## config.mk

```make
export PLATFORM = sky130hd
export DESIGN_NAME = regfile_2r1w_32x32_drv_flat
export DESIGN_NICKNAME = d
export VERILOG_FILES = /design/src/rtl/regfile_2r1w_32x32_drv_if.sv /design/src/rtl/regfile_2r1w_32x32_drv.sv /design/src/flat_wrapper.sv
export SDC_FILE = /design/constraint.sdc
export NUM_CORES = 1
export LEC_CHECK = 0
export ABC_AREA = 0
export ABC_CLOCK_PERIOD_IN_PS = 15700
export BUFFER_PORTS_ARGS = -buffer_cell sky130_fd_sc_hd__clkbuf_2
export CAP_MARGIN = 15
export CORE_ASPECT_RATIO = 1.2
export CORE_MARGIN = 8
export CORE_UTILIZATION = 53
export CTS_CLUSTER_DIAMETER = 80
export CTS_CLUSTER_SIZE = 20
export DETAILED_ROUTE_END_ITERATION = 8
export PLACE_DENSITY = 0.88
export SYNTH_ARGS = -nofsm -noshare
export SYNTH_HDL_FRONTEND = slang
export SYNTH_SLANG_ARGS = --single-unit
```

## constraint.sdc

```tcl
create_clock -name clk -period 15.7 [get_ports clk]
set_clock_uncertainty 0.2 [all_clocks]
set_input_delay 2.355 -clock clk [delete_from_list [all_inputs] [get_ports clk]]
set_output_delay 2.355 -clock clk [all_outputs]
set_load 0.01 [all_outputs]
```

## src/rtl/regfile_2r1w_32x32_drv_if.sv

```systemverilog
// Bus between core logic, the 2R1W 32x32 port driver and the array macro.
// Addresses and data use ascending ranges so that bit 0 is the MSB.
interface regfile_2r1w_32x32_drv_if;
  logic        ready;
  logic        rd0_req,  rd1_req;
  logic [0:4]  rd0_adr,  rd1_adr;
  logic        rd0_vld,  rd1_vld;
  logic [0:31] rd0_dat,  rd1_dat;
  logic        wr0_req;
  logic [0:4]  wr0_adr;
  logic [0:31] wr0_dat;

  logic rd0_c_na0, rd0_c_a0, rd0_na1_na2, rd0_na1_a2, rd0_a1_na2, rd0_a1_a2, rd0_na3, rd0_a3, rd0_na4, rd0_a4;
  logic rd1_c_na0, rd1_c_a0, rd1_na1_na2, rd1_na1_a2, rd1_a1_na2, rd1_a1_a2, rd1_na3, rd1_a3, rd1_na4, rd1_a4;
  logic wr0_c_na0, wr0_c_a0, wr0_na1_na2, wr0_na1_a2, wr0_a1_na2, wr0_a1_a2, wr0_na3, wr0_a3, wr0_na4, wr0_a4;

  logic [0:31] arr_wr0_dat;
  logic [0:31] arr_rd0_dat, arr_rd1_dat;

  // Driver view
  modport slave (
    input  rd0_req, rd1_req, rd0_adr, rd1_adr, wr0_req, wr0_adr, wr0_dat,
    input  arr_rd0_dat, arr_rd1_dat,
    output ready, rd0_vld, rd1_vld, rd0_dat, rd1_dat, arr_wr0_dat,
    output rd0_c_na0, rd0_c_a0, rd0_na1_na2, rd0_na1_a2, rd0_a1_na2, rd0_a1_a2, rd0_na3, rd0_a3, rd0_na4, rd0_a4,
    output rd1_c_na0, rd1_c_a0, rd1_na1_na2, rd1_na1_a2, rd1_a1_na2, rd1_a1_a2, rd1_na3, rd1_a3, rd1_na4, rd1_a4,
    output wr0_c_na0, wr0_c_a0, wr0_na1_na2, wr0_na1_a2, wr0_a1_na2, wr0_a1_a2, wr0_na3, wr0_a3, wr0_na4, wr0_a4
  );

  // Core plus array view
  modport master (
    output rd0_req, rd1_req, rd0_adr, rd1_adr, wr0_req, wr0_adr, wr0_dat,
    output arr_rd0_dat, arr_rd1_dat,
    input  ready, rd0_vld, rd1_vld, rd0_dat, rd1_dat, arr_wr0_dat,
    input  rd0_c_na0, rd0_c_a0, rd0_na1_na2, rd0_na1_a2, rd0_a1_na2, rd0_a1_a2, rd0_na3, rd0_a3, rd0_na4, rd0_a4,
    input  rd1_c_na0, rd1_c_a0, rd1_na1_na2, rd1_na1_a2, rd1_a1_na2, rd1_a1_a2, rd1_na3, rd1_a3, rd1_na4, rd1_a4,
    input  wr0_c_na0, wr0_c_a0, wr0_na1_na2, wr0_na1_a2, wr0_a1_na2, wr0_a1_a2, wr0_na3, wr0_a3, wr0_na4, wr0_a4
  );
endinterface

```

## src/rtl/regfile_2r1w_32x32_drv.sv

```systemverilog
// Port driver for the 2R1W 32x32 register-file array: registered predecode,
// read capture with same-edge write bypass, and optional post-reset init sweep.
module regfile_2r1w_32x32_drv #(
  parameter bit          INIT_ON_RESET = 1'b1,
  parameter logic [31:0] INIT_VALUE    = 32'h00000000
) (
  input logic clk,
  input logic rst,
  regfile_2r1w_32x32_drv_if.slave bus
);
  localparam int unsigned AW   = 5;
  localparam int unsigned DW   = 32;
  localparam int unsigned LAST = 31;

  typedef enum logic [1:0] {RST, INIT, RUN} state_t;

  typedef struct packed {
    logic c_na0, c_a0, na1_na2, na1_a2, a1_na2, a1_a2, na3, a3, na4, a4;
  } pd_t;

  function automatic pd_t predecode(input logic en, input logic [0:AW-1] a);
    pd_t p;
    p.c_na0   = en & ~a[0];
    p.c_a0    = en &  a[0];
    p.na1_na2 = en & ~a[1] & ~a[2];
    p.na1_a2  = en & ~a[1] &  a[2];
    p.a1_na2  = en &  a[1] & ~a[2];
    p.a1_a2   = en &  a[1] &  a[2];
    p.na3     = en & ~a[3];
    p.a3      = en &  a[3];
    p.na4     = en & ~a[4];
    p.a4      = en &  a[4];
    return p;
  endfunction

  state_t          state, state_nxt;
  logic [AW-1:0]   cnt;
  logic            ready_q;
  logic            init_wr, cnt_inc;
  logic [0:AW-1]   init_adr;
  logic            rd0_acc, rd1_acc, wr_acc, wr_en_nxt;
  logic [0:AW-1]   wr_adr_nxt;
  logic [0:DW-1]   wr_dat_nxt;

  pd_t             rd0_pd, rd1_pd, wr_pd;
  logic            rd0_en_q, rd1_en_q, wr_en_q;
  logic [0:AW-1]   rd0_adr_q, rd1_adr_q, wr_adr_q;
  logic [0:DW-1]   wr_dat_q, rd0_dat_q, rd1_dat_q;
  logic            rd0_vld_q, rd1_vld_q;

  always_ff @(posedge clk or posedge rst) begin
    if (rst) state <= RST;
    else     state <= state_nxt;
  end

  // Next state plus the init-sweep write source: cnt is the address on the wr0 lines
  always_comb begin
    state_nxt = state;
    init_wr   = 1'b0;
    cnt_inc   = 1'b0;
    init_adr  = '0;
    case (state)
      RST: begin
        state_nxt = INIT_ON_RESET ? INIT : RUN;
        init_wr   = INIT_ON_RESET;
      end
      INIT: begin
        if (cnt == AW'(LAST)) begin
          state_nxt = RUN;
        end else begin
          init_wr  = 1'b1;
          cnt_inc  = 1'b1;
          init_adr = cnt + AW'(1);
        end
      end
      RUN:     state_nxt = RUN;
      default: state_nxt = RST;
    endcase
  end

  assign rd0_acc    = bus.rd0_req & ready_q;
  assign rd1_acc    = bus.rd1_req & ready_q;
  assign wr_acc     = bus.wr0_req & ready_q;
  assign wr_en_nxt  = wr_acc | init_wr;
  assign wr_adr_nxt = init_wr ? init_adr : bus.wr0_adr;
  assign wr_dat_nxt = init_wr ? INIT_VALUE : bus.wr0_dat;

  always_ff @(posedge clk or posedge rst) begin
    if (rst) begin
      cnt       <= '0;
      ready_q   <= 1'b0;
      rd0_pd    <= '0;
      rd1_pd    <= '0;
      wr_pd     <= '0;
      rd0_en_q  <= 1'b0;
      rd1_en_q  <= 1'b0;
      wr_en_q   <= 1'b0;
      rd0_adr_q <= '0;
      rd1_adr_q <= '0;
      wr_adr_q  <= '0;
      wr_dat_q  <= '0;
      rd0_vld_q <= 1'b0;
      rd1_vld_q <= 1'b0;
      rd0_dat_q <= '0;
      rd1_dat_q <= '0;
    end else begin
      if (cnt_inc) cnt <= cnt + AW'(1);
      ready_q   <= (state_nxt == RUN);
      rd0_pd    <= predecode(rd0_acc, bus.rd0_adr);
      rd1_pd    <= predecode(rd1_acc, bus.rd1_adr);
      wr_pd     <= predecode(wr_en_nxt, wr_adr_nxt);
      rd0_en_q  <= rd0_acc;
      rd1_en_q  <= rd1_acc;
      wr_en_q   <= wr_en_nxt;
      if (rd0_acc)   rd0_adr_q <= bus.rd0_adr;
      if (rd1_acc)   rd1_adr_q <= bus.rd1_adr;
      if (wr_en_nxt) begin
        wr_adr_q <= wr_adr_nxt;
        wr_dat_q <= wr_dat_nxt;
      end
      rd0_vld_q <= rd0_en_q;
      rd1_vld_q <= rd1_en_q;
      // Write-first: a same-edge write to the read address overrides the array
      if (rd0_en_q)
        rd0_dat_q <= (wr_en_q && wr_adr_q == rd0_adr_q) ? wr_dat_q : bus.arr_rd0_dat;
      if (rd1_en_q)
        rd1_dat_q <= (wr_en_q && wr_adr_q == rd1_adr_q) ? wr_dat_q : bus.arr_rd1_dat;
    end
  end

  assign bus.ready       = ready_q;
  assign bus.rd0_vld     = rd0_vld_q;
  assign bus.rd1_vld     = rd1_vld_q;
  assign bus.rd0_dat     = rd0_dat_q;
  assign bus.rd1_dat     = rd1_dat_q;
  assign bus.arr_wr0_dat = wr_dat_q;

  assign {bus.rd0_c_na0, bus.rd0_c_a0, bus.rd0_na1_na2, bus.rd0_na1_a2, bus.rd0_a1_na2,
          bus.rd0_a1_a2, bus.rd0_na3, bus.rd0_a3, bus.rd0_na4, bus.rd0_a4} = rd0_pd;
  assign {bus.rd1_c_na0, bus.rd1_c_a0, bus.rd1_na1_na2, bus.rd1_na1_a2, bus.rd1_a1_na2,
          bus.rd1_a1_a2, bus.rd1_na3, bus.rd1_a3, bus.rd1_na4, bus.rd1_a4} = rd1_pd;
  assign {bus.wr0_c_na0, bus.wr0_c_a0, bus.wr0_na1_na2, bus.wr0_na1_a2, bus.wr0_a1_na2,
          bus.wr0_a1_a2, bus.wr0_na3, bus.wr0_a3, bus.wr0_na4, bus.wr0_a4} = wr_pd;
endmodule

```

## src/flat_wrapper.sv

```systemverilog
// flat-port wrapper written by rule: the top's interface ports become plain ports
module regfile_2r1w_32x32_drv_flat 
#(
  parameter bit          INIT_ON_RESET = 1'b1,
  parameter logic [31:0] INIT_VALUE    = 32'h00000000
)
  (clk, rst, bus_rd0_req, bus_rd1_req, bus_rd0_adr, bus_rd1_adr, bus_wr0_req, bus_wr0_adr, bus_wr0_dat, bus_arr_rd0_dat, bus_arr_rd1_dat, bus_ready, bus_rd0_vld, bus_rd1_vld, bus_rd0_dat, bus_rd1_dat, bus_arr_wr0_dat, bus_rd0_c_na0, bus_rd0_c_a0, bus_rd0_na1_na2, bus_rd0_na1_a2, bus_rd0_a1_na2, bus_rd0_a1_a2, bus_rd0_na3, bus_rd0_a3, bus_rd0_na4, bus_rd0_a4, bus_rd1_c_na0, bus_rd1_c_a0, bus_rd1_na1_na2, bus_rd1_na1_a2, bus_rd1_a1_na2, bus_rd1_a1_a2, bus_rd1_na3, bus_rd1_a3, bus_rd1_na4, bus_rd1_a4, bus_wr0_c_na0, bus_wr0_c_a0, bus_wr0_na1_na2, bus_wr0_na1_a2, bus_wr0_a1_na2, bus_wr0_a1_a2, bus_wr0_na3, bus_wr0_a3, bus_wr0_na4, bus_wr0_a4);
  regfile_2r1w_32x32_drv_if bus_i ();
  input logic clk;
  input logic rst;
  input wire logic [$bits(bus_i.rd0_req)-1:0] bus_rd0_req;
  input wire logic [$bits(bus_i.rd1_req)-1:0] bus_rd1_req;
  input wire logic [$bits(bus_i.rd0_adr)-1:0] bus_rd0_adr;
  input wire logic [$bits(bus_i.rd1_adr)-1:0] bus_rd1_adr;
  input wire logic [$bits(bus_i.wr0_req)-1:0] bus_wr0_req;
  input wire logic [$bits(bus_i.wr0_adr)-1:0] bus_wr0_adr;
  input wire logic [$bits(bus_i.wr0_dat)-1:0] bus_wr0_dat;
  input wire logic [$bits(bus_i.arr_rd0_dat)-1:0] bus_arr_rd0_dat;
  input wire logic [$bits(bus_i.arr_rd1_dat)-1:0] bus_arr_rd1_dat;
  output wire logic [$bits(bus_i.ready)-1:0] bus_ready;
  output wire logic [$bits(bus_i.rd0_vld)-1:0] bus_rd0_vld;
  output wire logic [$bits(bus_i.rd1_vld)-1:0] bus_rd1_vld;
  output wire logic [$bits(bus_i.rd0_dat)-1:0] bus_rd0_dat;
  output wire logic [$bits(bus_i.rd1_dat)-1:0] bus_rd1_dat;
  output wire logic [$bits(bus_i.arr_wr0_dat)-1:0] bus_arr_wr0_dat;
  output wire logic [$bits(bus_i.rd0_c_na0)-1:0] bus_rd0_c_na0;
  output wire logic [$bits(bus_i.rd0_c_a0)-1:0] bus_rd0_c_a0;
  output wire logic [$bits(bus_i.rd0_na1_na2)-1:0] bus_rd0_na1_na2;
  output wire logic [$bits(bus_i.rd0_na1_a2)-1:0] bus_rd0_na1_a2;
  output wire logic [$bits(bus_i.rd0_a1_na2)-1:0] bus_rd0_a1_na2;
  output wire logic [$bits(bus_i.rd0_a1_a2)-1:0] bus_rd0_a1_a2;
  output wire logic [$bits(bus_i.rd0_na3)-1:0] bus_rd0_na3;
  output wire logic [$bits(bus_i.rd0_a3)-1:0] bus_rd0_a3;
  output wire logic [$bits(bus_i.rd0_na4)-1:0] bus_rd0_na4;
  output wire logic [$bits(bus_i.rd0_a4)-1:0] bus_rd0_a4;
  output wire logic [$bits(bus_i.rd1_c_na0)-1:0] bus_rd1_c_na0;
  output wire logic [$bits(bus_i.rd1_c_a0)-1:0] bus_rd1_c_a0;
  output wire logic [$bits(bus_i.rd1_na1_na2)-1:0] bus_rd1_na1_na2;
  output wire logic [$bits(bus_i.rd1_na1_a2)-1:0] bus_rd1_na1_a2;
  output wire logic [$bits(bus_i.rd1_a1_na2)-1:0] bus_rd1_a1_na2;
  output wire logic [$bits(bus_i.rd1_a1_a2)-1:0] bus_rd1_a1_a2;
  output wire logic [$bits(bus_i.rd1_na3)-1:0] bus_rd1_na3;
  output wire logic [$bits(bus_i.rd1_a3)-1:0] bus_rd1_a3;
  output wire logic [$bits(bus_i.rd1_na4)-1:0] bus_rd1_na4;
  output wire logic [$bits(bus_i.rd1_a4)-1:0] bus_rd1_a4;
  output wire logic [$bits(bus_i.wr0_c_na0)-1:0] bus_wr0_c_na0;
  output wire logic [$bits(bus_i.wr0_c_a0)-1:0] bus_wr0_c_a0;
  output wire logic [$bits(bus_i.wr0_na1_na2)-1:0] bus_wr0_na1_na2;
  output wire logic [$bits(bus_i.wr0_na1_a2)-1:0] bus_wr0_na1_a2;
  output wire logic [$bits(bus_i.wr0_a1_na2)-1:0] bus_wr0_a1_na2;
  output wire logic [$bits(bus_i.wr0_a1_a2)-1:0] bus_wr0_a1_a2;
  output wire logic [$bits(bus_i.wr0_na3)-1:0] bus_wr0_na3;
  output wire logic [$bits(bus_i.wr0_a3)-1:0] bus_wr0_a3;
  output wire logic [$bits(bus_i.wr0_na4)-1:0] bus_wr0_na4;
  output wire logic [$bits(bus_i.wr0_a4)-1:0] bus_wr0_a4;
  assign bus_i.rd0_req = bus_rd0_req;
  assign bus_i.rd1_req = bus_rd1_req;
  assign bus_i.rd0_adr = bus_rd0_adr;
  assign bus_i.rd1_adr = bus_rd1_adr;
  assign bus_i.wr0_req = bus_wr0_req;
  assign bus_i.wr0_adr = bus_wr0_adr;
  assign bus_i.wr0_dat = bus_wr0_dat;
  assign bus_i.arr_rd0_dat = bus_arr_rd0_dat;
  assign bus_i.arr_rd1_dat = bus_arr_rd1_dat;
  assign bus_ready = bus_i.ready;
  assign bus_rd0_vld = bus_i.rd0_vld;
  assign bus_rd1_vld = bus_i.rd1_vld;
  assign bus_rd0_dat = bus_i.rd0_dat;
  assign bus_rd1_dat = bus_i.rd1_dat;
  assign bus_arr_wr0_dat = bus_i.arr_wr0_dat;
  assign bus_rd0_c_na0 = bus_i.rd0_c_na0;
  assign bus_rd0_c_a0 = bus_i.rd0_c_a0;
  assign bus_rd0_na1_na2 = bus_i.rd0_na1_na2;
  assign bus_rd0_na1_a2 = bus_i.rd0_na1_a2;
  assign bus_rd0_a1_na2 = bus_i.rd0_a1_na2;
  assign bus_rd0_a1_a2 = bus_i.rd0_a1_a2;
  assign bus_rd0_na3 = bus_i.rd0_na3;
  assign bus_rd0_a3 = bus_i.rd0_a3;
  assign bus_rd0_na4 = bus_i.rd0_na4;
  assign bus_rd0_a4 = bus_i.rd0_a4;
  assign bus_rd1_c_na0 = bus_i.rd1_c_na0;
  assign bus_rd1_c_a0 = bus_i.rd1_c_a0;
  assign bus_rd1_na1_na2 = bus_i.rd1_na1_na2;
  assign bus_rd1_na1_a2 = bus_i.rd1_na1_a2;
  assign bus_rd1_a1_na2 = bus_i.rd1_a1_na2;
  assign bus_rd1_a1_a2 = bus_i.rd1_a1_a2;
  assign bus_rd1_na3 = bus_i.rd1_na3;
  assign bus_rd1_a3 = bus_i.rd1_a3;
  assign bus_rd1_na4 = bus_i.rd1_na4;
  assign bus_rd1_a4 = bus_i.rd1_a4;
  assign bus_wr0_c_na0 = bus_i.wr0_c_na0;
  assign bus_wr0_c_a0 = bus_i.wr0_c_a0;
  assign bus_wr0_na1_na2 = bus_i.wr0_na1_na2;
  assign bus_wr0_na1_a2 = bus_i.wr0_na1_a2;
  assign bus_wr0_a1_na2 = bus_i.wr0_a1_na2;
  assign bus_wr0_a1_a2 = bus_i.wr0_a1_a2;
  assign bus_wr0_na3 = bus_i.wr0_na3;
  assign bus_wr0_a3 = bus_i.wr0_a3;
  assign bus_wr0_na4 = bus_i.wr0_na4;
  assign bus_wr0_a4 = bus_i.wr0_a4;
  regfile_2r1w_32x32_drv #(.INIT_ON_RESET(INIT_ON_RESET), .INIT_VALUE(INIT_VALUE)) u_core (.clk(clk), .rst(rst), .bus(bus_i));
endmodule
```

Word-level counts from Yosys, hierarchy flattened
Index checks and enable logic that the tools add are counted.
{"block": "word_totals", "in_bits": 116, "reg_bits": 154, "output_inout_bits": 129}
{"block": "op_classes", "n_bitwise": 55, "reduce_logical": 3, "add_sub_neg": 1, "n_mux": 11, "n_eq_ne": 6}
{"cell": "two-way mux 32 bit", "count": 3}
{"cell": "AND 1 bit", "count": 39}
{"cell": "two-way mux 5 bit", "count": 3}
{"cell": "inverter 1 bit", "count": 15}
{"cell": "equality test 5 bit", "count": 2}
{"cell": "case mux 2 bit (3 select lines)", "count": 1}
{"cell": "adder 5 x 1 -> 5 bit (second input constant)", "count": 1}
{"cell": "equality test 5 bit (second input constant)", "count": 1}
{"cell": "equality test 2 bit (second input constant)", "count": 2}
{"cell": "equality test 2 x 1 -> 1 bit (second input constant)", "count": 1}
{"cell": "logical AND 1 bit", "count": 2}
{"cell": "logical NOT 2 bit", "count": 1}
{"cell": "two-way mux 1 bit", "count": 2}
{"cell": "two-way mux 2 bit", "count": 1}
{"cell": "case mux 1 bit (2 select lines)", "count": 1}
{"cell": "OR 1 bit", "count": 1}

Longest topological paths before layout
{"block": "logic_depth", "depth_word": 7, "depth_mapped": 9, "depth_no_buf": 9}

Worst setup path after synthesis
OpenSTA, ideal clock, no wires.
{"block": "synth_path", "path_type": "input -> register", "start": "input port bus_wr0_req", "end": "register u_core.wr_adr_q[4] (netlist name)", "arrival_ps": 3169, "t_required_ps": 15379, "setup_slack_ps": 12210, "n_path_buf": 1, "path_stages": 5, "cell_sequence": "and2_1 -> clkbuf_1 -> nor2_1 -> inv_1 -> o22a_1"}
{"block": "synth_between", "elab_chain_len": 2}
{"item": "start: declaration", "line_no": "flat_wrapper.sv:15", "source": "input wire logic [$bits(bus_i.wr0_req)-1:0] bus_wr0_req;"}
{"item": "AND 1 bit", "line_no": "regfile_2r1w_32x32_drv.sv:83", "source": "assign wr_acc = bus.wr0_req & ready_q;"}
{"item": "OR 1 bit", "line_no": "regfile_2r1w_32x32_drv.sv:84", "source": "assign wr_en_nxt = wr_acc | init_wr;"}
{"item": "named net u_core.wr_en_nxt", "line_no": "regfile_2r1w_32x32_drv.sv:41", "source": "logic rd0_acc, rd1_acc, wr_acc, wr_en_nxt;"}
{"item": "end signal: assignment", "line_no": "regfile_2r1w_32x32_drv.sv:118", "source": "wr_adr_q <= wr_adr_nxt;"}
{"item": "end: declaration", "line_no": "regfile_2r1w_32x32_drv.sv:47", "source": "logic [0:AW-1] rd0_adr_q, rd1_adr_q, wr_adr_q;"}
The timed path passes the listed nets, and every way through them passes these cells.
A chain may end at the register's enable or synchronous reset.

Worst setup path after layout
{"block": "layout_path", "start": "register u_core.ready_q, in the netlist u_core.bus.ready", "end": "output port bus_ready"}
{"item": "start: declaration", "line_no": "regfile_2r1w_32x32_drv.sv:38", "source": "logic ready_q;"}
{"item": "start signal: assignment", "line_no": "regfile_2r1w_32x32_drv.sv:108", "source": "ready_q <= (state_nxt == RUN);"}
{"item": "end: declaration", "line_no": "flat_wrapper.sv:20", "source": "output wire logic [$bits(bus_i.ready)-1:0] bus_ready;"}
No word-level cell between the ends.

==> out/results.txt <==
Setup total negative slack - 0 ns
CP top delay family - flip-flops
Combinational fraction of design power - 14.4%
Largest cells by area after synthesis - dfrtp_1 (60%), mux2_4 (7.0%), mux2_2 (6.1%), nand2_1 (5.1%), a221o_1 (5.0%)
Syn. warnings - 0
Post-CTS setup buffers - 0
Hold wc startpoint - u_core.cnt[4]$_DFFE_PP0P_
CTS tree - done
Power Density - 118 nW/um^2
Static Leak - 4.34 nW
Final ANT Viol Nets - 0
Worst Max-Slew Pin Slew - 1.05 ns
Row count - 44
Count of final setup violators - 0
H-tree levels - 4
Post-Syn Area - 6420 sq um
Vias - 5174
Sw frac - 26.2%
Ys flop type - dfrtp_1
Final Power - 0.000985 W
Worst Setup End Kind - output pin
Grt met3 use - 5.87%
Placer's final routability congestion estimate - 0.884
Clk_lat worst skew - 0.41 ns
Setup crit start kind - flip-flop
VDD IR max - 73.7 uV
WL final - 18700 um
Crit path launch - u_core.bus.ready$_DFF_PP0_
Busiest layer in global routing - met2
Initial Utilization - 53.7%
Initial antenna violation count - 0
CP bufs+invs - 1
Reg power frac - 46.3%
Slew Viols, Final - 0
Iter 0 DRT Violations - 294
Fillers - 840
CTS Buffer Depth - 2
Grt met1 use - 26.4%
Slew Limit Headroom - 29.9%
CP Data Arrival Time - 1.15 ns
Clock slew at reported path FFs - 0.06 ns
Worst Hold Class - reg -> reg
Internal - 0.000727 W
GRT met2 Usage - 41.3%
Largest net degree at the start of global routing - 91
Post-CTS Resized - 0
Period minus WS final - 3.71 ns
Post-Synthesis Cells - 524
DRT Pass-1 Iters - 5
Core area - 11900 sq um
Area share of the largest cell type after synthesis - 60.1%
CP max FO - 11
Type of the worst setup path - reg -> out
RSZ-0062 raised after global routing - false
CTS root buf - clkbuf_16
DIE AREA - 15900 sq um
Clock Sinks - 154
Hpwl dp - 13400 um
Max Cap Viol - 0
Synthesis-stage register bit count - 154
CTS Buf Count - 17
Post-route setup slack - 11.99 ns
Via/cell ratio - 5.50
Chip Height - 137 um
R2R Path Start - u_core.cnt[0]$_DFFE_PP0P_
CP Cell Sequence - clkbuf_2
Highest Clock Rate - 0.270 GHz
Vias in the first global route - 5427
Crit path largest cell delay - 0.54 ns
Critical path's slowest cell - dfrtp_1
Post-synthesis sequential area ratio - 60.1%
Ratio of cells with drive above 1 in the final layout - 45.5%
Fin util - 70.1%
Syn-to-layout area delta - 30.5%
Distinct cells, synth - 33
Post-Syn Nets - 642
Final routed DRC violation total - 0
# diodes - 0
Die X - 116 um
Crit path required time - 13.15 ns
Hold-fix buffers, CTS - 0
Sw power - 0.000258 W
Hold Vio Cnt, Final - 0
Remaining Overflow, GRT - 0
Num ports - 245
Tcrit/Tclk final - 23.6%
WL/cell - 19.8 um
Syn_area_per_cell - 12.2 sq um
Fin nets - 885
Setup WS pre-CTS - 11.46 ns
Outcome - finished, final reports clean
GRT Overall Usage - 23.6%
Buffers on Ports - 244
Fraction of registers with async set/reset - 100%
Clock power share - 39.3%
Post-synth EDFFs - 0
Cell taking the most area after synthesis - dfrtp_1
Global-route wire length before repair - 28600 um
[flip-flops by register name, summed over array words and instances (netlist names), 2 cells and up]
name                    count
u_core.cnt                  5
u_core.bus.rd0_dat         32
u_core.state                2
u_core.wr_adr_q             5
u_core.bus.arr_wr0_dat     32
u_core.rd1_adr_q            5
u_core.bus.rd1_dat         32
u_core.rd0_adr_q            5
[worst min-delay path: cells and delay by family, from the launching register on]
kind	cells	cell delay [ns]
simple gates	2	0.11
flops	1	0.35
[routing by layer]
| layer | up-vias | routed length, um |
|---|---|---|
| met1 | 2562 | 6910 |
| met5 | - | 0 |
| li1 | 2308 | - |
| met3 | 45 | 1550 |
| met4 | 0 | 525 |
| met2 | 259 | 9670 |
[logic make-up (layout without fill, tap and decap cells)]
group	after synthesis	in the layout	share of synthesized area (%)
muxes	65	65	13.2
AOI/OAI and AO/OA	86	86	9.77
DFF	154	154	60.1
xor gates and xnor gates	15	15	2.05
and+or+nand+nor	166	166	12.0
buffers and inverters	36	292	2.53
adders and majority gates	2	2	0.390
[through the flow]
stage	instance area, sq um	std cells	hold slack (ns)
floorplan	6420	524	0.149
global placement	7780	908	0.265
detailed placement	7780	908	0.276
CTS	8350	940	0.294
global route	8380	941	0.326
finish	8380	941	0.294
[cell type report]
cell class                      instances  area, sq um  share of cell area (%)
Inverter                                8         35.0                   0.418
Tap cell                              161          201                    2.41
Clock inverter                         13          116                    1.39
Multi-Input combinational cell        334         2410                    28.8
Timing Repair Buffer                  252         1300                    15.5
Clock buffer                           19          453                    5.41
Sequential cell                       154         3850                    46.0
[cell usage after synthesis (3+ instances only)]
cell / instances
xor2_1: 7
nand2_1: 87
dfrtp_1: 154
nor2_1: 23
buf_6: 3
buf_2: 4
o21ai_0: 6
clkbuf_1: 20
nor2b_1: 32
mux2_2: 35
a21o_1: 6
xnor2_1: 8
and2_1: 3
mux2_4: 30
a21oi_1: 35
inv_1: 7
a221o_1: 32
and3_1: 9
nor3_1: 4
o21a_1: 3
[layout by cell type (no fill, tap or decap), types with 2 or more instances in the layout]
cell type,instances
nand3_1,2
and2_1,3
nor3b_1,2
nor2b_1,32
a21o_1,6
clkinvlp_4,6
and3_1,9
a21oi_1,35
mux2_2,35
clkinv_2,3
xor2_1,7
o21ai_0,6
clkbuf_16,17
inv_1,6
clkbuf_8,2
ha_1,2
mux2_4,30
nor2_1,23
inv_6,4
nor3_1,3
buf_4,7
dfrtp_1,154
clkbuf_2,244
a221o_1,32
o21a_1,3
nand2_1,87
xnor2_1,8
[path summary, 6_finish.rpt]
kind	cells after the start	to	slack, ns
min in group asynchronous	2	u_core.bus.rd1_dat[12]$_DFFE_PP0P_	1.80
max	1	bus_ready	11.99
max in group asynchronous	4	u_core.bus.rd0_dat[8]$_DFFE_PP0P_	12.36
max reg2reg	8	u_core.wr_adr_q[4]$_DFFE_PP0N_	12.20
min reg2reg	2	u_core.cnt[4]$_DFFE_PP0P_	0.29
min	2	u_core.cnt[4]$_DFFE_PP0P_	0.29
[power by group through the flow]
stage | registers (W) | logic (W) | clock network [W]
after CTS | 0.000455 | 0.000143 | 0.000392
after global placement | 0.000460 | 0.000137 | 0
after detailed placement | 0.000462 | 0.000142 | 0
after floorplan | 0.000469 | 0.0000657 | 0
after global routing | 0.000459 | 0.000154 | 0.000408
final | 0.000456 | 0.000142 | 0.000387
Note: power is estimated with default switching activity, not from simulation.
